### config.mk
export PLATFORM = sky130hd
export DESIGN_NAME = max7219_refresh_ctrl
export DESIGN_NICKNAME = d
export VERILOG_FILES = /design/src/rtl/max7219_refresh_ctrl.sv
export SDC_FILE = /design/constraint.sdc
export NUM_CORES = 2
export LEC_CHECK = 0
export CAP_MARGIN = 0
export CORE_MARGIN = 1
export CORE_UTILIZATION = 59
export CTS_CLUSTER_DIAMETER = 50
export DETAILED_ROUTE_END_ITERATION = 10
export GPL_ROUTABILITY_DRIVEN = 1
export HOLD_SLACK_MARGIN = 0.05
export MAX_ROUTING_LAYER = met4
export PLACE_DENSITY = 0.79
export SLEW_MARGIN = 15
export SYNTH_ARGS = -nofsm -noshare
export SYNTH_HDL_FRONTEND = slang
export SYNTH_SLANG_ARGS = --single-unit
### constraint.sdc
create_clock -name i_Clk -period 3.8 [get_ports i_Clk]
set_clock_uncertainty 0.1 [all_clocks]
set_input_delay 0.76 -clock i_Clk [delete_from_list [all_inputs] [get_ports i_Clk]]
set_output_delay 0.76 -clock i_Clk [all_outputs]
set_load 0.02 [all_outputs]
### src/rtl/max7219_refresh_ctrl.sv
`default_nettype none
// ============================================================================
// Module      : max7219_refresh_ctrl
// Description : Drives a MAX7219 daisy-chain through spi_max7219: init
//               sequence, then intensity + 8 rows from a frame buffer.
// Revision    : 1.0 - initial release
// ============================================================================
module max7219_refresh_ctrl #(
  parameter int NUM_DEVICES   = 20,
  parameter int REFRESH_DELAY = 4000000,
  parameter int DATA_WIDTH    = NUM_DEVICES * 16
) (
  input  logic                           i_Clk,
  input  logic                           i_Rst_n,
  input  logic                           i_Wr_En,
  input  logic [$clog2(NUM_DEVICES)-1:0] i_Wr_Dev,
  input  logic [2:0]                     i_Wr_Row,
  input  logic [7:0]                     i_Wr_Data,
  input  logic [3:0]                     i_Intensity,
  input  logic                           i_Reinit,
  input  logic                           i_SPI_Busy,
  output logic                           o_Data_Valid,
  output logic [DATA_WIDTH-1:0]          o_Data,
  output logic                           o_Frame_Done
);

  localparam int DEV_W = $clog2(NUM_DEVICES);
  localparam int CNT_W = (REFRESH_DELAY < 2) ? 1 : $clog2(REFRESH_DELAY + 1);

  localparam logic [3:0] c_SHUT      = 4'd0;
  localparam logic [3:0] c_DECODE    = 4'd1;
  localparam logic [3:0] c_SCAN      = 4'd2;
  localparam logic [3:0] c_TEST      = 4'd3;
  localparam logic [3:0] c_NORMAL    = 4'd4;
  localparam logic [3:0] c_INTENSITY = 4'd5;
  localparam logic [3:0] c_ROW0      = 4'd6;
  localparam logic [3:0] c_ROW7      = 4'd13;

  typedef enum logic [1:0] {
    ST_ISSUE     = 2'd0,
    ST_WAIT_BUSY = 2'd1,
    ST_WAIT_DONE = 2'd2,
    ST_DELAY     = 2'd3
  } state_t;

  state_t                  state_q, state_d;
  logic [3:0]              cmd_q, cmd_d;
  logic [CNT_W-1:0]        cnt_q, cnt_d;
  logic                    pending_q, pending_d;
  logic                    valid_q, valid_d;
  logic                    done_q, done_d;
  logic [DATA_WIDTH-1:0]   data_q, data_d;
  logic [7:0]              fb_q [NUM_DEVICES][8];

  logic [DATA_WIDTH-1:0]   w_cmd_data;
  logic [2:0]              w_row;
  logic [3:0]              w_row_reg;
  logic                    w_clr_pending;

  assign w_row     = 3'(cmd_q - c_ROW0);
  assign w_row_reg = {1'b0, w_row} + 4'd1;

  // Out-of-range device indices never match any d, so those writes drop out.
  always_ff @(posedge i_Clk or negedge i_Rst_n) begin
    if (!i_Rst_n) begin
      for (int d = 0; d < NUM_DEVICES; d++)
        for (int r = 0; r < 8; r++)
          fb_q[d][r] <= '0;
    end else if (i_Wr_En) begin
      for (int d = 0; d < NUM_DEVICES; d++)
        if (i_Wr_Dev == DEV_W'(d))
          fb_q[d][i_Wr_Row] <= i_Wr_Data;
    end
  end

  always_comb begin
    w_cmd_data = '0;
    for (int d = 0; d < NUM_DEVICES; d++) begin
      case (cmd_q)
        c_SHUT:      w_cmd_data[16*d +: 16] = 16'h0C00;
        c_DECODE:    w_cmd_data[16*d +: 16] = 16'h0900;
        c_SCAN:      w_cmd_data[16*d +: 16] = 16'h0B07;
        c_TEST:      w_cmd_data[16*d +: 16] = 16'h0F00;
        c_NORMAL:    w_cmd_data[16*d +: 16] = 16'h0C01;
        c_INTENSITY: w_cmd_data[16*d +: 16] = {12'h0A0, i_Intensity};
        default:     w_cmd_data[16*d +: 16] = {4'h0, w_row_reg, fb_q[d][w_row]};
      endcase
    end
  end

  always_comb begin
    state_d       = state_q;
    cmd_d         = cmd_q;
    cnt_d         = cnt_q;
    data_d        = data_q;
    valid_d       = 1'b0;
    done_d        = 1'b0;
    w_clr_pending = 1'b0;
    case (state_q)
      ST_ISSUE: begin
        if (pending_q) begin
          cmd_d         = c_SHUT;
          w_clr_pending = 1'b1;
        end else if (!i_SPI_Busy) begin
          data_d  = w_cmd_data;
          valid_d = 1'b1;
          state_d = ST_WAIT_BUSY;
        end
      end
      ST_WAIT_BUSY: begin
        if (i_SPI_Busy) state_d = ST_WAIT_DONE;
      end
      ST_WAIT_DONE: begin
        if (!i_SPI_Busy) begin
          state_d = ST_ISSUE;
          if (cmd_q == c_ROW7) begin
            done_d = 1'b1;
            cmd_d  = c_INTENSITY;
            if (REFRESH_DELAY != 0) begin
              state_d = ST_DELAY;
              cnt_d   = CNT_W'(REFRESH_DELAY);
            end
          end else begin
            cmd_d = cmd_q + 4'd1;
          end
        end
      end
      ST_DELAY: begin
        if (pending_q) begin
          state_d       = ST_ISSUE;
          cmd_d         = c_SHUT;
          w_clr_pending = 1'b1;
        end else if (cnt_q <= CNT_W'(1)) begin
          state_d = ST_ISSUE;
          cnt_d   = '0;
        end else begin
          cnt_d = cnt_q - CNT_W'(1);
        end
      end
      default: state_d = ST_ISSUE;
    endcase
    // A request arriving on the clearing cycle must survive.
    pending_d = (pending_q & ~w_clr_pending) | i_Reinit;
  end

  always_ff @(posedge i_Clk or negedge i_Rst_n) begin
    if (!i_Rst_n) begin
      state_q   <= ST_ISSUE;
      cmd_q     <= c_SHUT;
      cnt_q     <= '0;
      pending_q <= 1'b0;
      valid_q   <= 1'b0;
      done_q    <= 1'b0;
      data_q    <= '0;
    end else begin
      state_q   <= state_d;
      cmd_q     <= cmd_d;
      cnt_q     <= cnt_d;
      pending_q <= pending_d;
      valid_q   <= valid_d;
      done_q    <= done_d;
      data_q    <= data_d;
    end
  end

  assign o_Data_Valid = valid_q;
  assign o_Data       = data_q;
  assign o_Frame_Done = done_q;

endmodule
`default_nettype wire

==> key figures <==
Run status
  • Outcome: finished clean

Synthesis
  • Yosys cell types: 60
  • EDFF count, synth: 0
  • Top_reg_cell synth: dfrtp_1
  • Seq cells post-synth: 1,475
  • Asr flop ratio synth: 100%
  • Synth warn: 0
  • Mapped cell area: 66,600 µm²
  • Gate Count Post-Synth: 4,442
  • Avg Synthesized Cell Area: 15.0 µm²
  • Register area share after synthesis: 55.5%

Clocking
  • CTS tree: done
  • Worst skew pair latency: 0.76 ns
  • Num CTS Buffers: 157
  • H-Tree Depth: 4
  • CTS Buffer Depth: 3
  • CTS Root Cell: clkbuf_16
  • Post-CTS setup buffer count: 0
  • CTS clk-pin slew, worst paths: 0.06 ns
  • Post-CTS Hold Fix Bufs: 1
  • Sink Count: 1,475
  • CTS resizes: 0

Hold path
  • Worst hold path depth: 2
  • Hold Path Origin: o_Data[279]$_DFFE_PN0P_
  • Worst hold path class: flop to flop
  • Hold EP: o_Data[279]$_DFFE_PN0P_

Power
  • Part of the power in combinational logic: 22.8%
  • Leakage: 0.0366 µW
  • Clock power share: 35.4%
  • Internal Pwr Total: 30,300 µW
  • Switching Share: 29.0%
  • Worst ir drop on vdd: 0.507 mV
  • Seq pwr share: 41.8%
  • Pwr dens: 562 nW/µm²
  • Net switching power: 12,400 µW

Critical path
  • CP bufs+invs: 0
  • Reg-to-Reg End: cnt_q[10]$_DFFE_PN0P_
  • Crit path arrival time: 3.62 ns
  • Worst reg2reg path depth: 6
  • CP top delay family: compound AO/OA/AOI/OAI gates
  • Setup CP Type: flop to flop
  • Setup slack, reg-to-reg: 0.74 ns
  • Crit-path cells: ha_1 -> nand4b_1 -> a211oi_2 -> o211ai_1 -> or3_1 -> o21ai_0
  • Max FO, Critical Path: 23
  • Worst path slowest cell: dfrtp_4
  • CP max stage delay: 0.73 ns
  • Worst EP required: 4.35 ns
  • Setup crit end kind: flop
  • CP startpoint kind: flop
  • R2r startpoint: cmd_q[0]$_DFFE_PN0P_

Floorplan
  • Core footprint: 111,000 µm²
  • Site row count: 122
  • Die area: 114,000 µm²
  • I/O pin total: 347
  • Die X-Extent: 338 µm
  • Starting density of the core: 59.8%
  • Die Y-Extent: 338 µm

Global routing
  • First-pass GRT wire length: 248,000 µm
  • Largest net degree at the start of global routing: 161
  • Number of global-route vias before repair: 40.5k
  • Antenna violations before repair: 9
  • Total gr overflow: 0
  • GRT Overall Usage: 29.7%

Place
  • Placed Area: 70,700 µm²
  • RD Place Congestion: 0.813
  • IO Port Bufs: 266
  • Dpl ws: 0.289 ns
  • Final HPWL DP: 97,000 µm

Detailed routing
  • DR iter-0 viols: 2,523
  • ANT nets after route: 0
  • Via density: 6.17
  • Drt pass-1 iters: 5
  • Drt wl/cell: 25.5 µm
  • DR vias: 38.5k
  • DRC: 0
  • Routed wire length: 159,000 µm

Final layout
  • Design area: 75,900 µm²
  • Share of layout cells above drive strength 1: 43.6%
  • Fillers: 7,390
  • Nets: 4,659
  • Area delta synth->final: 14.0%

STA
  • Final Hold Fails: 0
  • Worst setup margin: 0.736 ns
  • Final setup fails: 0
  • RSZ-0062 raised after global routing: false
  • Min Clock Period, post-route: 3.06 ns
  • Slew headroom: 17.9%
  • Worst-margin pin slew: 1.23 ns
  • Setup TNS: 0 ns
  • Fmax: 326 MHz
  • Final Cycle Share: 80.6%
  • Slew Limit Fails: 0

Job
  • # Max-Cap Violations: 0
area by class of cell:
cell class	instances	area, µm²	area share, %
flip-flops and latches	1475	36900	48.7
multi-input cells	2562	27600	36.4
clock buffers	229	4570	6.03
repair buffers	417	4350	5.73
well taps	1488	1860	2.45
clock inverters	44	508	0.670
inverters	9	36.3	0.0478
diodes	6	15.0	0.0198
per-layer routing:
layer | global-route usage, % | vias up | share of wire, %
li1 | - | 16410 | -
met3 | 4.64 | 270 | 5.8
met4 | 9.29 | 0 | 2.8
met1 | 41.1 | 20654 | 43
met5 | - | - | 0
met2 | 45.8 | 1121 | 48
tightest hold or removal path: cells and delay by family, from the launching register on:
kind               cells  cell delay (ns)
AOI/OAI and AO/OA      1             0.06
DFF                    1             0.34
and+or+nand+nor        1             0.05
cell usage after synthesis (all sizes together), types with 2 or more instances:
master,count,area [µm²]
a211oi,2,20.0
a21o,7,52.6
a21oi,7,35.0
a22o,6,52.6
a31oi,3,18.8
and2,3,18.8
buf,227,1480
clkbuf,248,931
dfrtp,1475,36900
ha,12,150
inv,8,30.0
mux2,1280,14400
mux2i,161,1610
mux4,320,7210
nand2,204,848
nand2b,8,50.1
nand3,12,60.1
nand3b,4,30.0
nand4,3,18.8
nand4b,2,17.5
nor2,174,713
nor2b,3,18.8
nor3,15,96.4
nor3b,2,25.0
nor4,7,50.1
o211ai,4,30.0
o21a,3,22.5
o21ai,109,546
o221ai,2,17.5
o22a,80,701
o22ai,4,25.0
o2bb2ai,2,17.5
o31ai,6,45.0
o41ai,7,61.3
or2,8,50.1
or3,9,56.3
or3b,2,17.5
sequential cells by signal, indices dropped and copies added (netlist names):
signal        count
fb_q           1280
cnt_q            22
o_Data          164
pending_q         1
o_Frame_Done      1
o_Data_Valid      1
cmd_q             4
state_q           2
cells by family after synthesis:
logic type	synth area share, %
multiplexers	34.9
flip-flops	55.5
buffers and inverters	3.68
AND/OR/NAND/NOR	3.15
AO/OA/AOI/OAI	2.57
adder cells (fa/ha/maj)	0.226
other	0.00563
XOR/XNOR	0.0132
worst max path at each step:
stage | startpoint | to | slack, ns | cells past startpoint
6_report | cmd_q[0]$_DFFE_PN0P_ | cnt_q[10]$_DFFE_PN0P_ | 0.74 | 6
5_1_grt | cmd_q[0]$_DFFE_PN0P_ | cnt_q[5]$_DFFE_PN0P_ | 0.49 | 6
4_1_cts | o_Data[312]$_DFFE_PN0P_ | o_Data[152] | 0.64 | 1
3_5_place_dp | i_Wr_Dev[2] | fb_q[785]$_DFFE_PN0P_ | 0.29 | 5
3_3_place_gp | i_Wr_Dev[2] | fb_q[307]$_DFFE_PN0P_ | 0.32 | 5
2_1_floorplan | cmd_q[1]$_DFFE_PN0P_ | o_Data[273]$_DFFE_PN0P_ | 0.57 | 11
metrics by stage:
stage               total power, µW  hold slack [ns]  instances  utilization (%)
CTS                           42900            0.382       6224             68.1
finish                        42600            0.374       6230             68.2
global placement              27700            0.362       5950             63.6
global route                  44300            0.403       6229             68.2
detailed placement            27900            0.369       5950             63.6
floorplan                     24400            0.364       4521                -
power by group through the flow:
stage	clock [µW]	combinational [µW]	sequential [µW]
6_report	15100	9720	17800
5_1_grt	15900	10400	18000
4_1_cts	15300	9810	17800
3_5_place_dp	0	9780	18100
3_3_place_gp	0	9640	18000
2_1_floorplan	0	6050	18400
layout by cell type (no fill, tap or decap), types with 10 or more instances in the layout:
cell,n
buf_12,44
buf_4,114
clkbuf_1,38
clkbuf_16,160
clkbuf_8,31
clkdlybuf4s50_1,257
clkinv_2,18
conb_1,80
dfrtp_1,1473
ha_1,11
mux2_2,1280
mux2i_1,161
mux4_2,320
nand2_1,185
nand2_2,10
nand3_1,12
nor2_1,148
nor2_2,26
nor3_1,11
o21ai_0,106
o22a_1,80
Note: power is estimated with default switching activity, not from simulation.
